File: config.mk
export PLATFORM = sky130hd
export DESIGN_NAME = amul_err_scan
export DESIGN_NICKNAME = d
export VERILOG_FILES = /design/src/rtl/amul_err_scan.sv
export SDC_FILE = /design/constraint.sdc
export NUM_CORES = 1
export LEC_CHECK = 0
export ABC_AREA = 1
export CORE_ASPECT_RATIO = 0.5
export CORE_MARGIN = 2
export CORE_UTILIZATION = 40
export CTS_CLUSTER_DIAMETER = 100
export DETAILED_ROUTE_END_ITERATION = 7
export HOLD_SLACK_MARGIN = 0.06
export PLACE_DENSITY = 0.58
export SETUP_SLACK_MARGIN = 0.15
export SLEW_MARGIN = 20
export SYNTH_ARGS = -nofsm -noshare
export SYNTH_HDL_FRONTEND = slang
export SYNTH_SLANG_ARGS = --single-unit
File: constraint.sdc
create_clock -name clk -period 5.9 [get_ports clk]
set_input_delay 1.77 -clock clk [delete_from_list [all_inputs] [get_ports clk]]
set_output_delay 1.77 -clock clk [all_outputs]
set_load 0.05 [all_outputs]
File: src/rtl/amul_err_scan.sv
// Exhaustive scan engine for 8x8 approximate multipliers.
// It drives every operand pair and accumulates error metrics against the exact product.
module amul_err_scan #(
  parameter int PIPE  = 0,
  parameter int ACC_W = 32
) (
  input  logic             clk,
  input  logic             rst_n,
  input  logic             start,
  output logic [7:0]       mul_a,
  output logic [7:0]       mul_b,
  input  logic [15:0]      dut_prod,
  output logic             busy,
  output logic             done,
  output logic [16:0]      err_cnt,
  output logic [ACC_W-1:0] sum_ed,
  output logic [32:0]      sum_bias,
  output logic [15:0]      max_ed,
  output logic [7:0]       max_a,
  output logic [7:0]       max_b
);

  typedef enum logic [1:0] {IDLE, RUN, DRAIN, DONE} state_t;

  localparam int DCW = $clog2(PIPE + 2) + 1;

  state_t          state, state_nxt;
  logic [15:0]     idx;
  logic [DCW-1:0]  drain_cnt;
  logic            issue_v;
  logic            accept;

  logic            tap_v;
  logic [7:0]      tap_a, tap_b;

  logic            cmp_v;
  logic [7:0]      cmp_a, cmp_b;
  logic [15:0]     cmp_exact, cmp_prod;

  logic [16:0]     diff;
  logic [15:0]     ed;

  assign accept = start && ((state == IDLE) || (state == DONE));
  assign busy   = (state == RUN) || (state == DRAIN);
  assign done   = (state == DONE);

  always_ff @(posedge clk) begin
    if (!rst_n) state <= IDLE;
    else        state <= state_nxt;
  end

  always_comb begin
    state_nxt = state;
    case (state)
      IDLE, DONE: if (start) state_nxt = RUN;
      RUN:        if (idx == 16'hFFFF) state_nxt = DRAIN;
      DRAIN:      if (drain_cnt == DCW'(PIPE + 1)) state_nxt = DONE;
      default:    state_nxt = IDLE;
    endcase
  end

  always_ff @(posedge clk) begin
    if (!rst_n) begin
      idx       <= 16'd0;
      mul_a     <= 8'd0;
      mul_b     <= 8'd0;
      issue_v   <= 1'b0;
      drain_cnt <= '0;
    end else begin
      issue_v <= 1'b0;
      if (accept) begin
        idx       <= 16'd0;
        drain_cnt <= '0;
      end else if (state == RUN) begin
        mul_a   <= idx[15:8];
        mul_b   <= idx[7:0];
        issue_v <= 1'b1;
        idx     <= idx + 16'd1;
      end else if (state == DRAIN) begin
        drain_cnt <= drain_cnt + DCW'(1);
      end
    end
  end

  // Operand tags travel alongside the multiplier pipeline so each product meets its own pair.
  generate
    if (PIPE == 0) begin : g_nodly
      assign tap_v = issue_v;
      assign tap_a = mul_a;
      assign tap_b = mul_b;
    end else begin : g_dly
      logic       dv [PIPE];
      logic [7:0] da [PIPE];
      logic [7:0] db [PIPE];

      always_ff @(posedge clk) begin
        if (!rst_n || accept) begin
          for (int i = 0; i < PIPE; i++) begin
            dv[i] <= 1'b0;
            da[i] <= 8'd0;
            db[i] <= 8'd0;
          end
        end else begin
          dv[0] <= issue_v;
          da[0] <= mul_a;
          db[0] <= mul_b;
          for (int i = 1; i < PIPE; i++) begin
            dv[i] <= dv[i-1];
            da[i] <= da[i-1];
            db[i] <= db[i-1];
          end
        end
      end

      assign tap_v = dv[PIPE-1];
      assign tap_a = da[PIPE-1];
      assign tap_b = db[PIPE-1];
    end
  endgenerate

  always_ff @(posedge clk) begin
    if (!rst_n || accept) begin
      cmp_v     <= 1'b0;
      cmp_a     <= 8'd0;
      cmp_b     <= 8'd0;
      cmp_exact <= 16'd0;
      cmp_prod  <= 16'd0;
    end else begin
      cmp_v     <= tap_v;
      cmp_a     <= tap_a;
      cmp_b     <= tap_b;
      cmp_exact <= 16'(tap_a) * 16'(tap_b);
      cmp_prod  <= dut_prod;
    end
  end

  assign diff = {1'b0, cmp_prod} - {1'b0, cmp_exact};
  assign ed   = diff[16] ? 16'(-diff) : diff[15:0];

  // Strict comparison keeps the earliest pair in scan order on ties.
  always_ff @(posedge clk) begin
    if (!rst_n || accept) begin
      err_cnt  <= 17'd0;
      sum_ed   <= '0;
      sum_bias <= 33'd0;
      max_ed   <= 16'd0;
      max_a    <= 8'd0;
      max_b    <= 8'd0;
    end else if (cmp_v) begin
      err_cnt  <= err_cnt + 17'(ed != 16'd0);
      sum_ed   <= sum_ed + ACC_W'(ed);
      sum_bias <= sum_bias + {{16{diff[16]}}, diff};
      if (ed > max_ed) begin
        max_ed <= ed;
        max_a  <= cmp_a;
        max_b  <= cmp_b;
      end
    end
  end

endmodule

==> metrics.txt, run 1 <==
Post-synth EDFFs=0; sequential standard cell area=about 0.004 sq mm; Layout Area Growth over Synthesis=17.75%; input/output buffers=150; number of hold buffers added after cts=0; most common flop cell mapped by yosys=sky130_fd_sc_hd__dfxtp_1; initial core utilization=40.65%; Relative slew margins=46.85%; transition at the pin with the smallest max-transition slack=797.3 ps; share of flip-flops with an asynchronous set or reset=0%; Clock Sinks=200; number of H-tree levels=4; flip-flop and latch count after synthesis=200; clock group share of total power=17.9%; cell type of the slowest stage on the worst timing path=sky130_fd_sc_hd__o21ai_0; endpoint required time on the critical path=6310 ps; total global routing track utilization=21.35%; drt drc=0; Post-synth top cells=sky130_fd_sc_hd__nand2_1 (383), sky130_fd_sc_hd__inv_1 (379), sky130_fd_sc_hd__nor2_1 (261); pin count of the biggest net entering global routing=70; final RePlAce weighted congestion=0.8800; WL/cell=about 14 microns; logic gate share of total power=59.0%; switching component of the power=approximately 3.8 mW; final sum of negative setup slack=0 ps; cell with the most instances after synthesis=sky130_fd_sc_hd__nand2_1; worst min-delay path class=reg -> reg; Max-Cap Viols=0; maximum buffer depth of the clock tree=2; overall power after layout=7.221 mW; DPL Wire Length=29.35 mm; Cells after DPL=roughly 2,600; chip height=136.5 microns; nets@finish=2,345; vias per cell=4.819; share of layout cells above drive strength 1=3.629%; part of the Yosys area used for sequential elements=28.52%; worst-case clock skew=about 18 ps; number of endpoints with negative hold slack in the final report=0; area of the die=0.03670 sq mm; area used by multi-input combinational logic=0.008244 sq mm; mean instance size in the synthesized netlist=6.851 sq um; vias in the first global route=11,890; Worst Path Max Fanout=8; Pwr Density=436.9 mW/mm^2; switching portion of total power=roughly 53%; total wire length=38.16 mm; fill cell instance count of the final layout=3,587; area share of the leading cell type in the synthesized netlist=around 29%; final-report max-slew violation count=0; cell type contributing the most total cell area after synthesis=sky130_fd_sc_hd__dfxtp_1; Slowest Stage Delay on Critical Path=~620 ps; top cells by area in the synthesized netlist=sky130_fd_sc_hd__dfxtp_1 (29%), sky130_fd_sc_hd__ha_1 (11%), sky130_fd_sc_hd__nand2_1 (10%); leakage power of the design=7.997 nW; clock insertion delay at the later pin of the skew report=470 ps; final design area excluding fillers=0.01653 sq mm; via count=12,780; initial antenna violation count=0; signal arrival time at the worst endpoint=5610 ps; std cell rows=48; number of warnings reported in the yosys synthesis log=0; Int Power=3.424 mW; count of inserted antenna diode cells=0; Placed Area=0.01586 sq mm; Root Buffer Master=sky130_fd_sc_hd__clkbuf_16; nature of the critical path endpoint=flip-flop; sequential group share of total power=23.1%; number of DRC markers after the initial detailed-route iteration=894; total global routing overflow=0; Period minus WS final=approximately 5200 ps; clock-pin transition on the worst setup and hold timing paths=90 ps; die outline width=268.9 microns; maximum frequency from static timing analysis=0.1921 GHz; Synth cell types=44; kind of launch point of the worst setup path=flip-flop; # IOs=151; largest voltage drop on the vdd net=about 310 uV; number of setup violations in the final report=0; TritonCTS clock tree=built; type of the setup path with the least slack=reg -> reg; gate count after technology mapping=2,049; cell with the most instances on the worst path=sky130_fd_sc_hd__nand2_1; outcome=complete, no violations; clock buffer count from CTS=17; synthesized area=0.01404 sq mm; drt first pass iters=5; final cell count without fillers=between 2,000 and 3,000; post-synth net total=2,230; global-route wire length before repair=61.60 mm; unrepaired setup endpoints after global routing=false; core area=0.03453 sq mm; period utilization=88.21%; worst hold slack=432.0 ps; flop2flop setup slack=around 700 ps; count of antenna-violating nets left after detailed routing=0
## power by group through the flow
stage | combinational (mW) | sequential [mW] | clock, mW
3_5_place_dp | 4.23 | 1.70 | 0
2_1_floorplan | 3.19 | 1.83 | 0
3_3_place_gp | 4.23 | 1.70 | 0
5_1_grt | 4.82 | 1.69 | 1.38
6_report | 4.26 | 1.67 | 1.29
4_1_cts | 4.25 | 1.67 | 1.33
## final timing paths
check / start / depth (start not counted) / end
worst min-delay path: issue_v / 2 / cmp_v
worst min register to register: issue_v / 2 / cmp_v
worst max-delay path: cmp_prod[0] / 28 / sum_ed[21]
worst max register to register: cmp_prod[0] / 28 / sum_ed[21]
## critical path: cells and delay by family (launching register included)
kind | cells | cell delay [ps]
and+or+nand+nor | 14 | 1410
AOI/OAI and AO/OA | 7 | 1910
DFF | 1 | 310
adders and majority gates | 3 | 970
xor gates and xnor gates | 1 | 270
buffers and inverters | 3 | 280
## cell families (layout without fill, tap and decap cells)
kind of cell / after synthesis / count (layout) / synth area share [%]
fa+ha+maj: 162 / 162 / 16.53
compound gates: 346 / 346 / 13.30
buf+inv: 450 / 578 / 12.91
xor+xnor: 52 / 52 / 3.245
simple gates: 839 / 839 / 25.50
flops: 200 / 200 / 28.52
## metal layers
metal,vias up,track usage (%),share of wire (%)
met2,196,34.35,45
met3,37,2.880,3.3
met1,5838,30.23,51
li1,6709,-,-
met4,0,5.093,1.4
met5,-,0,0
## cell usage in the layout, fill, tap and decap left out, types with 6 or more instances in the layout
| cell type | Yosys | routed |
|---|---|---|
| sky130_fd_sc_hd__clkdlybuf4s50_1 | 0 | 150 |
| sky130_fd_sc_hd__o21ai_0 | 118 | 118 |
| sky130_fd_sc_hd__xor2_1 | 40 | 40 |
| sky130_fd_sc_hd__inv_1 | 379 | 378 |
| sky130_fd_sc_hd__nand2_2 | 10 | 10 |
| sky130_fd_sc_hd__o21a_1 | 12 | 12 |
| sky130_fd_sc_hd__nor3_1 | 35 | 34 |
| sky130_fd_sc_hd__nand2_1 | 383 | 383 |
| sky130_fd_sc_hd__o211ai_1 | 8 | 8 |
| sky130_fd_sc_hd__nand3b_1 | 25 | 25 |
| sky130_fd_sc_hd__nand3_1 | 70 | 70 |
| sky130_fd_sc_hd__ha_1 | 123 | 123 |
| sky130_fd_sc_hd__a21o_1 | 7 | 7 |
| sky130_fd_sc_hd__a31oi_1 | 10 | 10 |
| sky130_fd_sc_hd__buf_4 | 0 | 11 |
| sky130_fd_sc_hd__nor2_1 | 261 | 261 |
| sky130_fd_sc_hd__nand4_1 | 22 | 22 |
| sky130_fd_sc_hd__a21oi_1 | 172 | 171 |
| sky130_fd_sc_hd__clkbuf_16 | 0 | 17 |
| sky130_fd_sc_hd__inv_12 | 0 | 6 |
| sky130_fd_sc_hd__nor4_1 | 9 | 8 |
| sky130_fd_sc_hd__dfxtp_1 | 200 | 199 |
| sky130_fd_sc_hd__fa_1 | 39 | 39 |
| sky130_fd_sc_hd__nand3_2 | 6 | 6 |
| sky130_fd_sc_hd__xnor2_1 | 12 | 12 |
## sequential cells by signal, summed over array words and instances (netlist names), 16 cells and up
register   flops
cmp_exact     16
cmp_prod      16
err_cnt       17
idx           16
max_ed        16
sum_bias      33
sum_ed        32
## per-stage QoR
step	worst slack (ps)	utilization (%)
after floorplan	1130	-
after global placement	842.1	45.93
after detailed placement	653.4	45.93
after CTS	624.8	47.82
after global routing	229.3	47.86
final	695.6	47.86
## cell type report
| class | count | share of cell area (%) |
|---|---|---|
| Clock buffer | 17 | 2.574 |
| Clock inverter | 15 | 1.370 |
| Inverter | 385 | 8.766 |
| Multi-Input combinational cell | 1399 | 49.88 |
| Sequential cell | 200 | 24.23 |
| Tap cell | 475 | 3.596 |
| Timing Repair Buffer | 161 | 9.584 |
## repair_timing
action | CTS | global route
gates resized for setup | 0 | 4
buffers inserted | 0 | 0
endpoints found under the setup margin | 0 | 2
Power figures use the tool's default switching activity.
==> run 2, diff against run 1 <==
- RECOVER_POWER: default -> 100
==> run 2 against run 1 <==
Compared with the run above: utilization down 0.080 points; critical path depth unchanged; sequential cell count is the same; global-route usage unchanged.
==> metrics.txt, run 2 (synthesized netlist as in run 1, its figures left out) <==
# IOs=151 (unchanged); Root Buffer Master=sky130_fd_sc_hd__clkbuf_16; leakage power of the design=8.442 nW (+5.6%); chip height=136.5 microns (unchanged); std cell rows=48 (unchanged); setup fix buffers added after clock tree synthesis=0 (unchanged); number of H-tree levels=4 (unchanged); count of antenna-violating nets left after detailed routing=0 (unchanged); cell type of the slowest stage on the worst timing path=sky130_fd_sc_hd__o21ai_0; outcome=complete, no violations; clock insertion delay at the later pin of the skew report=470 ps (about the same); Layout Area Growth over Synthesis=17.55%; final setup slack of the worst path=687.9 ps (-7.688 ps); transition at the pin with the smallest max-transition slack=1461 ps (+663.7 ps); drt drc=0 (unchanged); share of layout cells above drive strength 1=3.399% (-0.23 points); worst min-delay path class=reg -> reg; worst hold slack=432.8 ps (+0.8660 ps); core area=0.03453 sq mm (unchanged); pin count of the biggest net entering global routing=70 (unchanged); Clock Sinks=200 (unchanged); final sum of negative setup slack=0 ps (unchanged); input/output buffers=150 (unchanged); total global routing track utilization=21.35% (unchanged); final-report max-slew violation count=0 (unchanged); number of flip-flops under the largest register name=33 (unchanged); vias per cell=4.821 (about the same); unrepaired setup endpoints after global routing=false; Relative slew margins=2.602% (-44 points); fill cell instance count of the final layout=3,592 (+0.14%); signal arrival time at the worst endpoint=5620 ps (about the same); Slowest Stage Delay on Critical Path=580 ps (-40 ps); kind of launch point of the worst setup path=flip-flop; type of the setup path with the least slack=reg -> reg; period utilization=88.34% (+0.13 points); leading cell type in the layout, fill and taps excluded=sky130_fd_sc_hd__nand2_1; initial core utilization=40.65% (unchanged); Period minus WS final=5212 ps (+7.688 ps); Max-Cap Viols=0 (unchanged); largest voltage drop on the vdd net=309.1 uV (-0.75%); global-route wire length before repair=61.60 mm (unchanged); nets@finish=2,345 (unchanged); total global routing overflow=0 (unchanged); TritonCTS clock tree=built; vias in the first global route=11,890 (unchanged); maximum frequency from static timing analysis=0.1919 GHz (-0.15%); worst-case clock skew=18.43 ps (+0.08710 ps); total wire length=38.16 mm (about the same); registers with the most flip-flops=sum_bias (33), sum_ed (32), err_cnt (17); clock-pin transition on the worst setup and hold timing paths=90 ps (about the same); dpl ws=653.4 ps (unchanged); nature of the critical path endpoint=flip-flop; drt first pass iters=7 (+2); number of hold buffers added after cts=0 (unchanged); WL/cell=14.39 microns (about the same); overall power after layout=7.174 mW (-0.65%); die outline width=268.9 microns (unchanged); Pwr Density=434.8 mW/mm^2 (-0.49%); area of the die=0.03670 sq mm (unchanged); cell with the most instances on the worst path=sky130_fd_sc_hd__nand2_1; number of setup violations in the final report=0 (unchanged); final core utilization=47.78% (-0.080 points); number of DRC markers after the initial detailed-route iteration=868 (-2.9%); via count=12,785 (+0.039%); count of inserted antenna diode cells=0 (unchanged); final RePlAce weighted congestion=0.8800 (unchanged); endpoint required time on the critical path=6310 ps (about the same); most frequent cells in the layout=sky130_fd_sc_hd__nand2_1 (384), sky130_fd_sc_hd__inv_1 (379), sky130_fd_sc_hd__nor2_1 (261); number of endpoints with negative hold slack in the final report=0 (unchanged); maximum buffer depth of the clock tree=2 (unchanged); initial antenna violation count=0 (unchanged); clock buffer count from CTS=17 (unchanged); DPL Wire Length=29.35 mm (unchanged); Worst Path Max Fanout=8 (unchanged); Biggest register=sum_bias
==> run 2: area by class of cell <==
cell class              instances  area [sq um]  share of cell area (%)
clock buffers                  17         425.4                   2.578
clock inverters                15         226.5                   1.372
inverters                     385          1449                   8.781
multi-input cells            1399          8225                   49.85
flip-flops and latches        200          4005                   24.27
well taps                     475         594.3                   3.602
repair buffers                161          1575                   9.547
==> run 2: final timing paths <==
path	from	endpoint	slack (ps)	cells past startpoint
worst min register to register	issue_v	cmp_v	430	2
worst max-delay path	cmp_prod[0]	sum_ed[21]	690	28
worst max register to register	cmp_prod[0]	sum_ed[21]	690	28
worst min-delay path	issue_v	cmp_v	430	2
==> run 2: what timing repair did <==
item | CTS | global route
endpoints found under the hold margin | 0 | 0
resized for setup | 0 | 4
setup endpoints to repair | 0 | 2
==> run 2: through the flow <==
step / area, sq um / instances
5_1_grt: 16500 / 2652
2_1_floorplan: 14040 / 2049
3_3_place_gp: 15860 / 2620
6_report: 16500 / 2652
4_1_cts: 16510 / 2652
3_5_place_dp: 15860 / 2620
==> run 2: worst max-delay path, delay by kind of cell (launching register included) <==
kind / cells / cell delay, ps
and+or+nand+nor: 14 / 1460
AOI/OAI and AO/OA: 7 / 1850
adders and majority gates: 3 / 970
buffers and inverters: 3 / 280
DFF: 1 / 310
xor gates and xnor gates: 1 / 270
==> run 2: power breakdown <==
group          leakage (nW)  internal, mW  switching, mW  total [mW]
clock                 0.308         0.603          0.690        1.29
sequential             1.62          1.49          0.178        1.66
combinational          6.51          1.30           2.92        4.22
==> run 2: layer usage <==
layer  routed length, microns  vias to the layer above  GRT usage, %
li1                         -                     6717             -
met1                    19180                     5831         30.23
met2                    17060                      200         34.35
met3                     1391                       37         2.880
met4                      531                        0         5.093
met5                        0                        -             0
==> variant 1: new RTL, settings of run 1 <==
The 4 states of `state_t` get a one-hot encoding in 4 bits.
--- a/src/rtl/amul_err_scan.sv
+++ b/src/rtl/amul_err_scan.sv
@@ -22,3 +22,3 @@
 
-  typedef enum logic [1:0] {IDLE, RUN, DRAIN, DONE} state_t;
+  typedef enum logic [3:0] {IDLE = 4'b0001, RUN = 4'b0010, DRAIN = 4'b0100, DONE = 4'b1000} state_t;
 
Check against the original RTL: same outputs for any inputs over 4 cycles, from zero or initial values and one cycle with rst_n low; so few cycles prove little.
==> variant 1 against run 1 <==
- total power down 24%
- sequential cell count up 2
- largest cell class unchanged
- cell area up 0.86%
- core utilization up 0.58 points
- wire length down 1.9%
- fmax up 0.60%
- hold slack worse by 0.0097 ns
- via count about the same
- worst setup slack better by 0.031 ns
- area after synthesis down 0.54%
- critical path type unchanged
- first-iteration DRC count down 26%
==> variant 1: results <==
metrics = {
    "critical_path": {
        "arrival_ns": 5.58,
        "critPathMaxStageDelay_ns": 0.57,
        "critPathMaxFanout": 31,
        "r2r_slack_ns": 0.73,
        "endpoint": "sum_ed[28]",
    },
    "global_routing": {
        "grt_max_degree": 64,
        "grt.met3_usage_pct": 2.83,
        "grt.total_usage_pct": 20.3,
        "grt_first_pass_wirelength_um": 59900,
        "grt_pass1_vias": 11589,
        "use_met1_pct": 28.5,
        "use_met2_pct": 33.6,
    },
    "place": {
        "pre_cts_slack_ns": 0.785,
        "dp.cells": 2618,
        "placed_area_mm2": 0.0158,
    },
    "routing": {
        "viasPerCell": 4.81,
        "wl_met3_um": 1180,
        "dr_wl_met2_um": 17200,
        "drt_wl_total_um": 37400,
        "wl_met1_um": 18600,
        "drt-initial-drc-count": 666,
    },
    "synthesis": {
        "syn_nets": 2226,
        "ys_seq_area_share_pct": 29.0,
        "synth.area.top_cells": "dfxtp_1 (29%), nand2_1 (11%), ha_1 (11%)",
        "synthTopCellsByCount": "nand2_1 (396), inv_1 (366), nor2_1 (262)",
    },
    "cells_and_area": {
        "finalNonFillerCells": 2657,
        "layout-drive-gt1-share_pct": 3.67,
        "final_nets": 2343,
    },
    "power_and_ir_drop": {
        "p_leak_uw": 0.00787,
        "ir_drop_mv": 0.365,
    },
    "run_status": {
        "status": "completed",
    },
    "clocking": {
        "cts_buffers": 22,
        "htreeDepth": 1,
        "clockBufferDepth": 3,
    },
    "sta": {
        "period_minus_slack_ns": 5.17,
        "finClkSkew_ns": 0.0133,
    },
}
-- variant 1: area by class of cell --
| type | instances | area (µm²) |
|---|---|---|
| tap | 475 | 594 |
| multi-input combinational | 1410 | 8220 |
| inverter | 372 | 1400 |
| sequential | 202 | 4050 |
| timing repair buffer | 159 | 1580 |
| fill | 3464 | 17700 |
| clock buffer | 27 | 599 |
| clock inverter | 12 | 238 |
-- variant 1: where the power goes --
part | internal (µW) | leakage, µW | switching (µW) | total (µW)
clock | 958 | 0.000402 | 631 | 1590
sequential | 1420 | 0.00163 | 74.3 | 1490
combinational | 737 | 0.00583 | 1660 | 2400
-- variant 1: worst min-delay path by stage --
| stage | start | slack (ns) | cells past startpoint | to |
|---|---|---|---|---|
| after floorplan | issue_v | 0.39 | 2 | cmp_v |
| after global placement | issue_v | 0.42 | 2 | cmp_v |
| after detailed placement | issue_v | 0.41 | 2 | cmp_v |
| after CTS | issue_v | 0.43 | 2 | cmp_v |
| after global routing | issue_v | 0.45 | 2 | cmp_v |
| final | issue_v | 0.42 | 2 | cmp_v |
-- variant 1: worst max-delay path, delay by kind of cell (launching register included) --
kind,cells,cell delay [ns]
compound gates,4,1.32
xor+xnor,1,0.14
fa+ha+maj,3,0.90
buf+inv,3,0.42
flops,1,0.31
simple gates,19,1.95
-- variant 1: logic make-up (layout without fill, tap and decap cells) --
logic type | count (synthesis) | after routing | synth area share (%)
buffers and inverters | 438 | 570 | 12.3
xor gates and xnor gates | 49 | 49 | 3.07
DFF | 202 | 202 | 29.0
AOI/OAI and AO/OA | 336 | 336 | 13.0
and+or+nand+nor | 868 | 868 | 26.5
adders and majority gates | 157 | 157 | 16.2
==> variant 2: new RTL, flow settings as in run 1 <==
Made on the original files. Change the parameter `ACC_W` from 32 to 64.
--- a/src/rtl/amul_err_scan.sv
+++ b/src/rtl/amul_err_scan.sv
@@ -4,3 +4,3 @@
   parameter int PIPE  = 0,
-  parameter int ACC_W = 32
+  parameter int ACC_W = 64
 ) (
Interface: changed (resized sum_ed); port bits go from 151 to 183. No check against the original RTL was run, so the function may have changed too.
==> variant 2 against run 1 <==
- via count is 22% higher
- final cell count is 20% higher
- worst setup slack better by 0.24 ns
- first-iteration DRC count is 2.7% higher
- wire length is 24% higher
- fmax is 4.9% higher
- critical endpoint is now sum_ed[53]
- count of clock-buffer cells in the layout is 15 higher
- core utilization is 0.31 points higher
- cell area is 18% higher
- die area is 17% higher
- clock power is 24% higher
- total power is 10% higher
- sequential cell count is 32 higher
- area after synthesis is 17% higher
==> variant 2: results <==
metrics = {
    "synthesis": {
        "synth.area.top_cells": "dfxtp_1 (28%), nand2_1 (11%), inv_1 (11%)",
        "synthTopCellsByCount": "nand2_1 (476), inv_1 (460), nor2_1 (310)",
        "netlist_instances": 2469,
        "synth.distinct_cells": 50,
        "ys_seq_area_share_pct": 28.3,
        "synth_compound_area_share_pct": 12.4,
        "synth-xor-area-share_pct": 2.93,
    },
    "critical_path": {
        "r2r_slack_ns": 0.94,
        "rr_worst_depth": 31,
        "arrival_ns": 5.37,
    },
    "clocking": {
        "htreeDepth": 1,
        "cts_buffers": 24,
        "worstSkewPairLatency_ns": 0.55,
    },
    "global_routing": {
        "grt.met3_usage_pct": 2.48,
        "grt_first_pass_wirelength_um": 76500,
    },
    "routing": {
        "drt-initial-drc-count": 918,
        "wl_met1_um": 22900,
        "drt_wl_total_um": 47400,
        "wl_met3_um": 1640,
    },
    "cells_and_area": {
        "layout-drive-gt1-share_pct": 4.60,
        "reg.largest.list": "sum_ed: 64 flops, sum_bias: 33 flops, err_cnt: 17 flops",
        "final_nets": 2792,
    },
    "sta": {
        "whs_ns": 0.439,
    },
    "run_status": {
        "status": "completed",
    },
    "place": {
        "dp.cells": 3127,
        "place.port_buffers": 182,
    },
}
==> variant 2: power breakdown <==
part           internal, µW  leakage (µW)  switching (µW)
clock network           898      0.000381             698
logic                  1380       0.00667            3070
registers              1700       0.00188             192
total                  3980       0.00893            3960
==> variant 2: worst max-delay path by stage <==
stage                              to  cells past startpoint  slack [ns]
after global routing       sum_ed[61]                     31        0.46
after detailed placement   sum_ed[53]                     31        0.98
after global placement    err_cnt[16]                     33        1.03
after floorplan            sum_ed[32]                     30        1.03
after CTS                  sum_ed[53]                     31        0.94
final                      sum_ed[53]                     31        0.94
==> variant 2: final cells by class <==
type / count / share of cell area, %
clock buffer: 32 / 3.45
clock inverter: 12 / 0.655
inverter: 469 / 9.04
multi-input combinational: 1693 / 49.7
sequential: 232 / 23.8
tap: 540 / 3.47
timing repair buffer: 193 / 9.83
